===== src/rtl/kernel_window_buffer_if.sv =====
`default_nettype none
// ============================================================================
// Module      : kernel_window_buffer_if
// Description : Load handshake between a word source and kernel_window_buffer.
//               master drives load_start / data_valid / data_in and observes
//               data_ready; slave is the buffer side.
// Ports       : load_start  - begin a new load (highest priority)
//               data_valid  - data_in carries a word
//               data_in     - word to shift in (DATA_WIDTH bits)
//               data_ready  - buffer accepts a word this cycle
// Revision    : 1.0 - initial release
// ============================================================================
interface kernel_window_buffer_if #(
    parameter int DATA_WIDTH = 32
);
    logic                  load_start;
    logic                  data_valid;
    logic [DATA_WIDTH-1:0] data_in;
    logic                  data_ready;

    modport master (
        output load_start,
        output data_valid,
        output data_in,
        input  data_ready
    );

    modport slave (
        input  load_start,
        input  data_valid,
        input  data_in,
        output data_ready
    );
endinterface
`default_nettype wire


===== src/rtl/kernel_window_buffer.sv =====
`default_nettype none
// ============================================================================
// Module      : kernel_window_buffer
// Description : K x K shift buffer. Loads one kernel or input window word by
//               word through a valid/ready handshake and presents all K*K
//               words in parallel on a single flattened bus. Once full, the
//               contents can be recirculated one word per cycle (rotate).
// Ports       : clk           - rising-edge clock
//               reset         - asynchronous, active-low reset
//               bus           - load handshake (slave side)
//               rotate_en     - rotate once per cycle while FULL
//               fill_count    - words accepted since the last load_start
//               window_full   - all FIFO_SIZE words loaded
//               load_done     - one-cycle pulse on entry to FULL
//               fifo_data_out - slot k (1..N) at [k*DATA_WIDTH-1:(k-1)*DATA_WIDTH],
//                               slot 1 oldest, slot N newest
// Revision    : 1.0 - initial release
// ============================================================================
module kernel_window_buffer #(
    parameter int DATA_WIDTH  = 32,
    parameter int KERNAL_SIZE = 5,
    parameter int FIFO_SIZE   = KERNAL_SIZE * KERNAL_SIZE
) (
    input  wire logic                              clk,
    input  wire logic                              reset,
    kernel_window_buffer_if.slave                  bus,
    input  wire logic                              rotate_en,
    output logic [$clog2(FIFO_SIZE+1)-1:0]         fill_count,
    output logic                                   window_full,
    output logic                                   load_done,
    output logic [FIFO_SIZE*DATA_WIDTH-1:0]        fifo_data_out
);

    localparam int CNT_W = $clog2(FIFO_SIZE + 1);
    localparam logic [CNT_W-1:0] c_LAST_FILL = CNT_W'(FIFO_SIZE - 1);
    localparam logic [CNT_W-1:0] c_ONE       = CNT_W'(1);

    typedef enum logic [1:0] {
        S_IDLE = 2'd0,
        S_LOAD = 2'd1,
        S_FULL = 2'd2
    } state_t;

    state_t                r_state;
    state_t                w_state_next;
    logic [CNT_W-1:0]      r_fill;
    logic                  r_load_done;
    // r_entries[0] is the newest word, r_entries[FIFO_SIZE-1] the oldest.
    logic [DATA_WIDTH-1:0] r_entries [FIFO_SIZE];

    logic w_accept;
    logic w_last;
    logic w_rotate;

    // load_start blocks both an accept and a rotation in the same cycle.
    assign w_accept = bus.data_valid && (r_state == S_LOAD) && !bus.load_start;
    assign w_last   = w_accept && (r_fill == c_LAST_FILL);
    assign w_rotate = rotate_en && (r_state == S_FULL) && !bus.load_start;

    // ---------------------------------------------------------------- FSM
    always_ff @(posedge clk or negedge reset) begin
        if (!reset) begin
            r_state <= S_IDLE;
        end else begin
            r_state <= w_state_next;
        end
    end

    always_comb begin
        w_state_next = r_state;
        if (bus.load_start) begin
            w_state_next = S_LOAD;
        end else begin
            case (r_state)
                S_IDLE:  w_state_next = S_IDLE;
                S_LOAD:  w_state_next = w_last ? S_FULL : S_LOAD;
                S_FULL:  w_state_next = S_FULL;
                default: w_state_next = S_IDLE;
            endcase
        end
    end

    // ---------------------------------------------------------- datapath
    always_ff @(posedge clk or negedge reset) begin
        if (!reset) begin
            r_fill      <= '0;
            r_load_done <= 1'b0;
            for (int i = 0; i < FIFO_SIZE; i++) begin
                r_entries[i] <= '0;
            end
        end else begin
            // Registered so the pulse lines up with the first FULL cycle.
            r_load_done <= w_last;
            if (bus.load_start) begin
                r_fill <= '0;
                for (int i = 0; i < FIFO_SIZE; i++) begin
                    r_entries[i] <= '0;
                end
            end else if (w_accept) begin
                r_fill       <= r_fill + c_ONE;
                r_entries[0] <= bus.data_in;
                for (int i = 1; i < FIFO_SIZE; i++) begin
                    r_entries[i] <= r_entries[i-1];
                end
            end else if (w_rotate) begin
                // Oldest word wraps around to the newest position.
                r_entries[0] <= r_entries[FIFO_SIZE-1];
                for (int i = 1; i < FIFO_SIZE; i++) begin
                    r_entries[i] <= r_entries[i-1];
                end
            end
        end
    end

    // ----------------------------------------------------------- outputs
    assign bus.data_ready = (r_state == S_LOAD);
    assign window_full    = (r_state == S_FULL);
    assign fill_count     = r_fill;
    assign load_done      = r_load_done;

    // Slot k+1 (0-based k) is entry FIFO_SIZE-1-k: slot 1 oldest, slot N newest.
    generate
        for (genvar k = 0; k < FIFO_SIZE; k++) begin : g_slot
            assign fifo_data_out[k*DATA_WIDTH +: DATA_WIDTH] = r_entries[FIFO_SIZE-1-k];
        end
    endgenerate

endmodule
`default_nettype wire


===== src/flat_wrapper.sv =====
// flat-port wrapper written by rule: the top's interface ports become plain ports
module kernel_window_buffer_flat 
#(
    parameter int DATA_WIDTH  = 32,
    parameter int KERNAL_SIZE = 5,
    parameter int FIFO_SIZE   = KERNAL_SIZE * KERNAL_SIZE
)
  (clk, reset, rotate_en, fill_count, window_full, load_done, fifo_data_out, bus_load_start, bus_data_valid, bus_data_in, bus_data_ready);
  kernel_window_buffer_if #(.DATA_WIDTH(DATA_WIDTH)) bus_i ();
  input  wire logic clk;
  input  wire logic reset;
  input  wire logic rotate_en;
  output logic [$clog2(FIFO_SIZE+1)-1:0] fill_count;
  output logic window_full;
  output logic load_done;
  output logic [FIFO_SIZE*DATA_WIDTH-1:0] fifo_data_out;
  input wire logic [$bits(bus_i.load_start)-1:0] bus_load_start;
  input wire logic [$bits(bus_i.data_valid)-1:0] bus_data_valid;
  input wire logic [$bits(bus_i.data_in)-1:0] bus_data_in;
  output wire logic [$bits(bus_i.data_ready)-1:0] bus_data_ready;
  assign bus_i.load_start = bus_load_start;
  assign bus_i.data_valid = bus_data_valid;
  assign bus_i.data_in = bus_data_in;
  assign bus_data_ready = bus_i.data_ready;
  kernel_window_buffer #(.DATA_WIDTH(DATA_WIDTH), .KERNAL_SIZE(KERNAL_SIZE), .FIFO_SIZE(FIFO_SIZE)) u_core (.clk(clk), .reset(reset), .bus(bus_i), .rotate_en(rotate_en), .fill_count(fill_count), .window_full(window_full), .load_done(load_done), .fifo_data_out(fifo_data_out));
endmodule

===== config.mk =====
export PLATFORM = sky130hd
export DESIGN_NAME = kernel_window_buffer_flat
export DESIGN_NICKNAME = d
export VERILOG_FILES = /design/src/rtl/kernel_window_buffer_if.sv /design/src/rtl/kernel_window_buffer.sv /design/src/flat_wrapper.sv
export SDC_FILE = /design/constraint.sdc
export NUM_CORES = 2
export LEC_CHECK = 0
export ABC_AREA = 0
export CORE_AREA = 2 2 333 335
export CTS_BUF_LIST = sky130_fd_sc_hd__clkbuf_16
export DETAILED_ROUTE_END_ITERATION = 10
export DIE_AREA = 0 0 335 337
export PLACE_DENSITY = 0.55
export SLEW_MARGIN = 20
export SYNTH_ARGS = -nofsm -noshare
export SYNTH_HDL_FRONTEND = slang
export SYNTH_SLANG_ARGS = --single-unit
export TNS_END_PERCENT = 20

===== constraint.sdc =====
create_clock -name clk -period 5.9 [get_ports clk]
set_clock_uncertainty 0.05 [all_clocks]
set_input_delay 1.18 -clock clk [delete_from_list [all_inputs] [get_ports clk]]
set_output_delay 1.18 -clock clk [all_outputs]
set_load 0.01 [all_outputs]

### Yosys cells after proc, flatten, opt, wreduce, memory -nomap -nowiden

Cells that the tools add are included.

* register bits after elaboration: 808
* bits in latches: 0
* memory bits (writable): 0
* memory bits (read-only): 0
* input port bits: 37
* output and inout bits: 808
* memories kept: 0

* $add $sub $neg: 1
* $mul: 0
* div/mod/pow operators: 0
* order comparisons: 0
* equal/unequal tests: 3
* shift-type cells: 0
* muxes and demuxes: 8
* bitwise operators: 0
* reductions and logical operators: 8

Operator list (count)
* $mux 800: 3
* $mux 5: 2
* $add 5x1->5 const B: 1
* $eq 5x5->1 const B: 1
* $logic_and 1x1->1: 5
* $mux 2: 2
* $pmux 2 s2: 1
* $reduce_bool 3->1: 1
* $eq 2x1->1 const B: 1
* $eq 2x2->1 const B: 1
* $reduce_bool 2->1: 1
* $logic_not 1->1: 1

### Depth between registers and ports, before layout

* word-level depth: 7
* mapped depth: 11
* depth with buffers taken out: 5

### Worst setup path after synthesis

OpenSTA, ideal clock, no wires.

* path kind: input to register
* start point: input bus_data_valid
* end point: register u_core.r_entries (netlist bit u_core.fifo_data_out[206])
* arrival time: 2266 ps
* setup slack: 3501 ps
* stages: 8
* cell sequence: a221oi_2 buf_2 buf_6 buf_6 buf_6 buf_6 nand2_1 o21ai_0

* word-level cells in the longest chain between the ends: 4
* elaborated cells on any way between the ends: 5

Ends and longest elaborated chain
* start, declared: RTL line flat_wrapper.sv:18 `input wire logic [$bits(bus_i.data_valid)-1:0] bus_data_valid;`
* $logic_and 1x1->1 * (2 in series): RTL line kernel_window_buffer.sv:56 `assign w_accept = bus.data_valid && (r_state == S_LOAD) && !bus.load_start;`
* $mux 800: RTL line kernel_window_buffer.sv:99 `end else if (w_accept) begin`
* $mux 800: RTL line kernel_window_buffer.sv:94 `if (bus.load_start) begin`
* end signal, assigned by index: RTL line kernel_window_buffer.sv:103 `r_entries[i] <= r_entries[i-1];`
* end signal, assigned by index: RTL line kernel_window_buffer.sv:109 `r_entries[i] <= r_entries[i-1];`
* end, declared: RTL line kernel_window_buffer.sv:49 `logic [DATA_WIDTH-1:0] r_entries [FIFO_SIZE];`

Mark *: on every way between the ends. The rest lies on a longest branch, timed or not.
A chain may end at the register's enable or synchronous reset.

### Worst setup path after layout

* start point: register u_core.r_state[1]
* end point: output bus_data_ready

* word-level cells in the longest chain between the ends: 1

Ends and longest elaborated chain
* start, declared: RTL line kernel_window_buffer.sv:44 `state_t r_state;`
* start signal, assigned: RTL line kernel_window_buffer.sv:65 `r_state <= w_state_next;`
* $eq 2x1->1: RTL line kernel_window_buffer.sv:116 `assign bus.data_ready = (r_state == S_LOAD);`
* end, declared: RTL line flat_wrapper.sv:20 `output wire logic [$bits(bus_i.data_ready)-1:0] bus_data_ready;`

Every way passes these cells.

==> metrics <==
# setup viols final=0; share of cells above drive strength 1=3.66%; Worst R2R End=u_core.fifo_data_out[307]; routability cong.=0.831; core area=110000 um^2; design area=46200 um^2; status=complete, no violations; worst-path maximum fanout=8; leak pwr=18.6 nW; worst skew pair latency=0.68 ns; Cell Pwr Density=257 nW/um^2; hold_sp=u_core.fifo_data_out[330]; Reg2Reg Depth=5; #FFs+latches synth=808; DRC Markers=0; Power Total=0.0119 W; clk buf depth=3; Worst VDD drop=0.219 mV; number of iterations in the first detailed-routing pass=6; Avg WL per Cell=21.3 um; Largest delay share family, worst path=buffers and inverters; Hold EP=u_core.fifo_data_out[330]; initial antenna violation count=4; Worst Hold Class=reg -> reg; H-Tree Depth=3; TritonCTS Buffers=96; CTS root buffer=clkbuf_16; Post-DP HPWL=87.1 mm; post-CTS setup buffer count=0; final WL=121 mm; Final Non-Filler Cells=5714; vias in the first global route=25500; compound-gate portion of the synthesized area=12.0%; dpl cells=5543; Reg clk slew, reported paths=0.06 ns; Starting Density=30.9%; syn nets=3551; global route overflow=0; Synthesis Warnings=0; RR Startpoint=u_core.r_state[0]; synthesis-to-layout area growth=36.5%; reg2reg setup slack=3.12 ns; global-route wire length before repair=177 mm; Core Util, Final=42.2%; CP bufs+invs=2; register area share after synthesis=59.7%; Port Buffers=844; die footprint=113000 um^2; Post-Syn Instances=3510; Period minus WS final=3.38 ns; Final Net Count=4256; die height=337 um; fin crit share=57.3%; Mapped Area=33900 um^2; clk sink count=808; Total GRT Usage=21.0%; Slowest-stage cell, CP=clkdlybuf4s50_1; CTS Hold Buffers Added=0; cell depth of the worst hold path=2; fill count=10700; Synth Area per Inst=9.64 um^2; CP max stage delay=0.66 ns; Cell variety after synth=24; Fmax=296 MHz; post-CTS sizing=0; Post-Synth Adder-Cell Area=0.148%; Avg Vias per Cell=4.54; largest net degree at the start of global routing=258; Final ANT Viol Nets=0; worst setup path category=reg -> out; RSZ-0062 raised after global routing=false; Critical Path Sink Type=output port; Worst slew margin=24.0%; CP Cell Sequence=inv_1, ha_1, clkdlybuf4s50_1; Max-Cap Viols=0; fin. max-slew vios=0; multiplexer share of the synthesized area=0.946%; final hold vios=0; worst path required time=4.67 ns; CTS tree=yes; Core Rows=122; CP startpoint kind=flip-flop; Synth Area in XOR/XNOR=0.0517%; IO Count=845; post-synthesis simple-gate area fraction=23.3%; Setup TNS=0 ns; largest family of logic cells by synthesized area=simple AND/OR/NAND/NOR gates; Worst Max-Slew Pin Slew=1.14 ns; Placed Instance Area=43200 um^2; initial drt markers=2009; die width=335 um; Crit path arrival time=2.15 ns; routed vias=26000
cell usage after synthesis (all sizes together):
master  instances  share of area [%]
dfrtp         808                 60
nand2         805                8.9
o21ai         802                 12
nand2b        768                 14
clkbuf        166                1.8
buf           101                1.9
mux2i          32               0.95
ha              4               0.15
inv             4              0.044
a21oi           3              0.044
nand3           3              0.044
a21o            2              0.044
nor2            2              0.022
or3             2              0.037
a221oi          1              0.044
a31oi           1              0.018
and3            1              0.018
nor2b           1              0.018
nor3            1              0.015
nor3b           1              0.022
xnor2           1              0.026
xor2            1              0.026
registers in the layout (all words and copies together), names as in the netlist:
| register | count |
|---|---|
| u_core.r_state | 2 |
| u_core.load_done | 1 |
| u_core.fifo_data_out | 800 |
| u_core.fill_count | 5 |
worst reg2reg max path: stages, from the launching register on:
cell and delay [ns]:
dfrtp_1 0.38, ha_1 0.33, a221oi_4 0.37, buf_12 0.29, buf_12 0.56, o21ai_0 0.61
final cells by class:
class / count / area [um^2] / share of cell area (%)
Multi-Input combinational cell: 2431 / 12400 / 26.7
Timing Repair Buffer: 874 / 8870 / 19.2
Tap cell: 1426 / 1780 / 3.86
Inverter: 4 / 15.0 / 0.0325
Antenna cell: 1 / 2.50 / 0.00542
Clock inverter: 74 / 552 / 1.19
Sequential cell: 808 / 20200 / 43.8
Clock buffer: 96 / 2400 / 5.20
worst max path at each step:
stage	from	to	slack, ns	depth (start not counted)
final	u_core.r_state[1]	bus_data_ready	2.52	3
after CTS	u_core.r_state[1]	bus_data_ready	2.47	3
after floorplan	bus_data_valid	u_core.fifo_data_out[206]	3.50	8
after global placement	bus_data_valid	u_core.fifo_data_out[387]	2.22	5
after global routing	u_core.r_state[1]	bus_data_ready	2.42	3
after detailed placement	bus_data_valid	u_core.fifo_data_out[453]	2.16	5
cell families after synthesis:
kind of cell,Yosys count
AND/OR/NAND/NOR,1584
multiplexers,32
XOR/XNOR,2
flip-flops,808
adder cells (fa/ha/maj),4
buffers and inverters,271
AO/OA/AOI/OAI,809
placed cells by master (no fill, tap or decap), types with 2 or more instances in the layout:
cell             count
buf_8                2
buf_4               14
nor2_1               2
nand3_1              3
ha_1                 4
a21oi_1              3
bufinv_16            7
clkbuf_16           96
clkinvlp_4           2
a21o_1               2
dfrtp_1            808
clkdlybuf4s50_1    842
nand2b_1           768
o21ai_1             59
nand2_1            804
buf_12              15
or3_1                2
clkinv_2            11
clkinv_1            25
mux2i_1             32
inv_1               26
inv_6                2
o21ai_0            743
clkinv_8             3
per-layer routing:
metal / wire [um] / vias to the layer above / part of all wire, % / GRT usage [%]
met1: 50600 / 12300 / 42 / 26.6
met2: 57500 / 746 / 47 / 34.0
li1: - / 12700 / - / -
met4: 3440 / 2 / 2.8 / 6.12
met5: 13 / - / 0.011 / 0
met3: 9940 / 157 / 8.2 / 7.29
power breakdown:
group / switching [W] / internal (W)
sequential: 0.0000311 / 0.00557
clock: 0.00243 / 0.00325
combinational: 0.000391 / 0.000187
metrics by stage:
stage                     hold slack, ns  setup slack, ns
final                              0.452             2.52
after global routing               0.475             2.42
after CTS                          0.459             2.47
after detailed placement           0.446             2.16
after global placement             0.434             2.22
after floorplan                    0.467             3.50
Power figures use the tool's default switching activity.
==> edit: new RTL, same flow settings <==
`DATA_WIDTH` is set to 32 in 3 places; all go to 28.
--- a/src/rtl/kernel_window_buffer_if.sv
+++ b/src/rtl/kernel_window_buffer_if.sv
@@ -13,3 +13,3 @@
 interface kernel_window_buffer_if #(
-    parameter int DATA_WIDTH = 32
+    parameter int DATA_WIDTH = 28
 );
--- a/src/rtl/kernel_window_buffer.sv
+++ b/src/rtl/kernel_window_buffer.sv
@@ -19,3 +19,3 @@
 module kernel_window_buffer #(
-    parameter int DATA_WIDTH  = 32,
+    parameter int DATA_WIDTH  = 28,
     parameter int KERNAL_SIZE = 5,
--- a/src/flat_wrapper.sv
+++ b/src/flat_wrapper.sv
@@ -3,3 +3,3 @@
 #(
-    parameter int DATA_WIDTH  = 32,
+    parameter int DATA_WIDTH  = 28,
     parameter int KERNAL_SIZE = 5,
Ports: changed (resized bus_data_in and fifo_data_out); port bits go from 845 to 741. No check against the original RTL was run, so the function may have changed too.
==> edit against the unedited design <==
  * Register-to-register slack got worse by 0.03 ns
  * Synthesized area decreased by 11%
  * Sequential cell count decreased by 100
  * Wire length decreased by 13%
  * Power decreased by 12%
  * Combinational power decreased by 11%
  * Cell area decreased by 12%
  * Clock power decreased by 12%
  * Non-clock buffer count decreased by 106
  * Worst setup slack improved by 0.0098 ns
  * Synthesized cell count decreased by 12%
  * Hold slack improved by 0.0039 ns
  * Cell count decreased by 9.2%
  * Largest power group unchanged
  * Highest routed layer is now met4
==> edit: results (changes against the unedited design) <==
- Fraction of the mapped netlist area in compound gates: 0.1192 (was 0.1201)
- Pin count of the biggest net entering global routing: 253 (was 258)
- 1st-iter DRT viols: 1639 (was 2009)
- Synthesized Nets: 3114 (was 3551)
- Synth cell types: 28 (was 24)
- Largest incremental delay on the critical path: 0.64 ns (was 0.66 ns)
- All-layer global routing usage: 0.1832 (was 0.2105)
- Via count of the first global-routing pass: 22.32k (was 25.51k)
- Status: finished, final reports clean (unchanged)
- Reg2Reg Setup Slack: 3.09 ns (was 3.12 ns)
- Number of buffers inserted to repair setup after CTS: 0 (unchanged)
- Most instantiated cells after synthesis: 708 x sky130_fd_sc_hd__dfrtp_1, 705 x sky130_fd_sc_hd__nand2_1, 679 x sky130_fd_sc_hd__o21ai_1 (was 808 x sky130_fd_sc_hd__dfrtp_1, 805 x sky130_fd_sc_hd__nand2_1, 768 x sky130_fd_sc_hd__nand2b_1)
- Highest routed layer: met4 (was met5)
- Leakage component of the power: 16.48 nW (was 18.61 nW)
- Antenna violations before repair: 3 (was 4)
- Post-synthesis share of cell area spent on xor and xnor gates: 0.0005838 (was 0.0005174)
- Multiplexer fraction of the synthesized cell area: 0.009341 (was 0.009462)
- Sequential area share after synthesis: 0.5905 (was 0.5973)
- Number of buffers created by CTS: 83 (was 96)
- Main area contributors after synthesis: sky130_fd_sc_hd__dfrtp_1 59%, sky130_fd_sc_hd__nand2b_1 14%, sky130_fd_sc_hd__o21ai_1 11% (was sky130_fd_sc_hd__dfrtp_1 60%, sky130_fd_sc_hd__nand2b_1 14%, sky130_fd_sc_hd__o21ai_0 11%)
- Final estimated routing congestion in global placement: 0.8381 (was 0.8308)
- Final Net Count: 3733 (was 4256)
- Length of the first detailed-routing pass in iterations: 5 (was 6)
- Clock insertion delay at the later pin of the skew report: 0.65 ns (was 0.68 ns)
- Arithmetic-cell share of the synthesized area counting full adders, half adders and majority gates: 0.001668 (was 0.001478)
- Port Buf Inserts: 740 (was 844)
- DR vias: 22.68k (was 25.95k)
- First-pass GRT wire length: 155300 um (was 177000 um)
- Transition time at the pin with the least slew margin: 1.065 ns (was 1.141 ns)
- Detail Route met3 WL: 8429 um (was 9935 um)
- Routed length on met2: 49100 um (was 57500 um)
- Max FFs per register: 700 (was 800)
- M1 wire length: 44920 um (was 50560 um)
-- edit: worst paths after layout --
kind / start / to / depth (start not counted)
worst min register to register: u_core.fifo_data_out[436]$_DFFE_PN0P_ / u_core.fifo_data_out[436]$_DFFE_PN0P_ / 2
worst max register to register: u_core.r_state[0]$_DFF_PN0_ / u_core.fifo_data_out[178]$_DFFE_PN0P_ / 6
max in group asynchronous: reset / u_core.fifo_data_out[101]$_DFFE_PN0P_ / 2
min in group asynchronous: reset / u_core.fifo_data_out[177]$_DFFE_PN0P_ / 1
worst min-delay path: u_core.fifo_data_out[436]$_DFFE_PN0P_ / u_core.fifo_data_out[436]$_DFFE_PN0P_ / 2
worst max-delay path: u_core.r_state[1]$_DFF_PN0_ / bus_data_ready / 3
-- edit: power by group --
part           internal [mW]  leakage (nW)  switching (mW)
sequential              4.88          9.87          0.0272
combinational          0.165          5.23           0.349
clock                   2.89          1.37            2.13
total                   7.93          16.5            2.51
-- edit: layer usage --
layer  up-vias  track usage
met2       636       0.2917
met1     10770       0.2341
met5         -            0
met4         0      0.06154
met3       116      0.05947
li1      11150            -
-- edit: worst reg2reg max path: cells and delay by family, from the launching register on --
family	cells	cell delay, ns
flops	1	0.38
buf+inv	2	1.07
compound gates	2	0.54
simple gates	1	0.33
fa+ha+maj	1	0.36
-- edit: cell families (layout without fill, tap and decap cells) --
kind of cell | after synthesis | in the layout
xor+xnor | 2 | 2
buf+inv | 238 | 923
fa+ha+maj | 4 | 4
flops | 708 | 708
compound gates | 709 | 709
simple gates | 1388 | 1388
mux | 28 | 28
-- edit: per-stage QoR --
step | cells | hold slack, ns | area, um^2 | setup slack, ns
after floorplan | 3077 | 0.4667 | 30000 | 3.483
after global placement | 5037 | 0.4446 | 38120 | 2.097
after detailed placement | 5037 | 0.4474 | 38120 | 2.105
after CTS | 5188 | 0.4600 | 40720 | 2.451
after global routing | 5188 | 0.4823 | 40720 | 2.407
final | 5188 | 0.4558 | 40720 | 2.530
-- edit: area by class of cell --
type                            count  area (um^2)  area share
Multi-Input combinational cell   2131        10840      0.2661
Clock buffer                       84         2102     0.05162
Tap cell                         1426         1784     0.04381
Sequential cell                   708        17720      0.4351
Timing Repair Buffer              768         7765      0.1907
Inverter                            4        15.01   0.0003687
Clock inverter                     67        501.7     0.01232
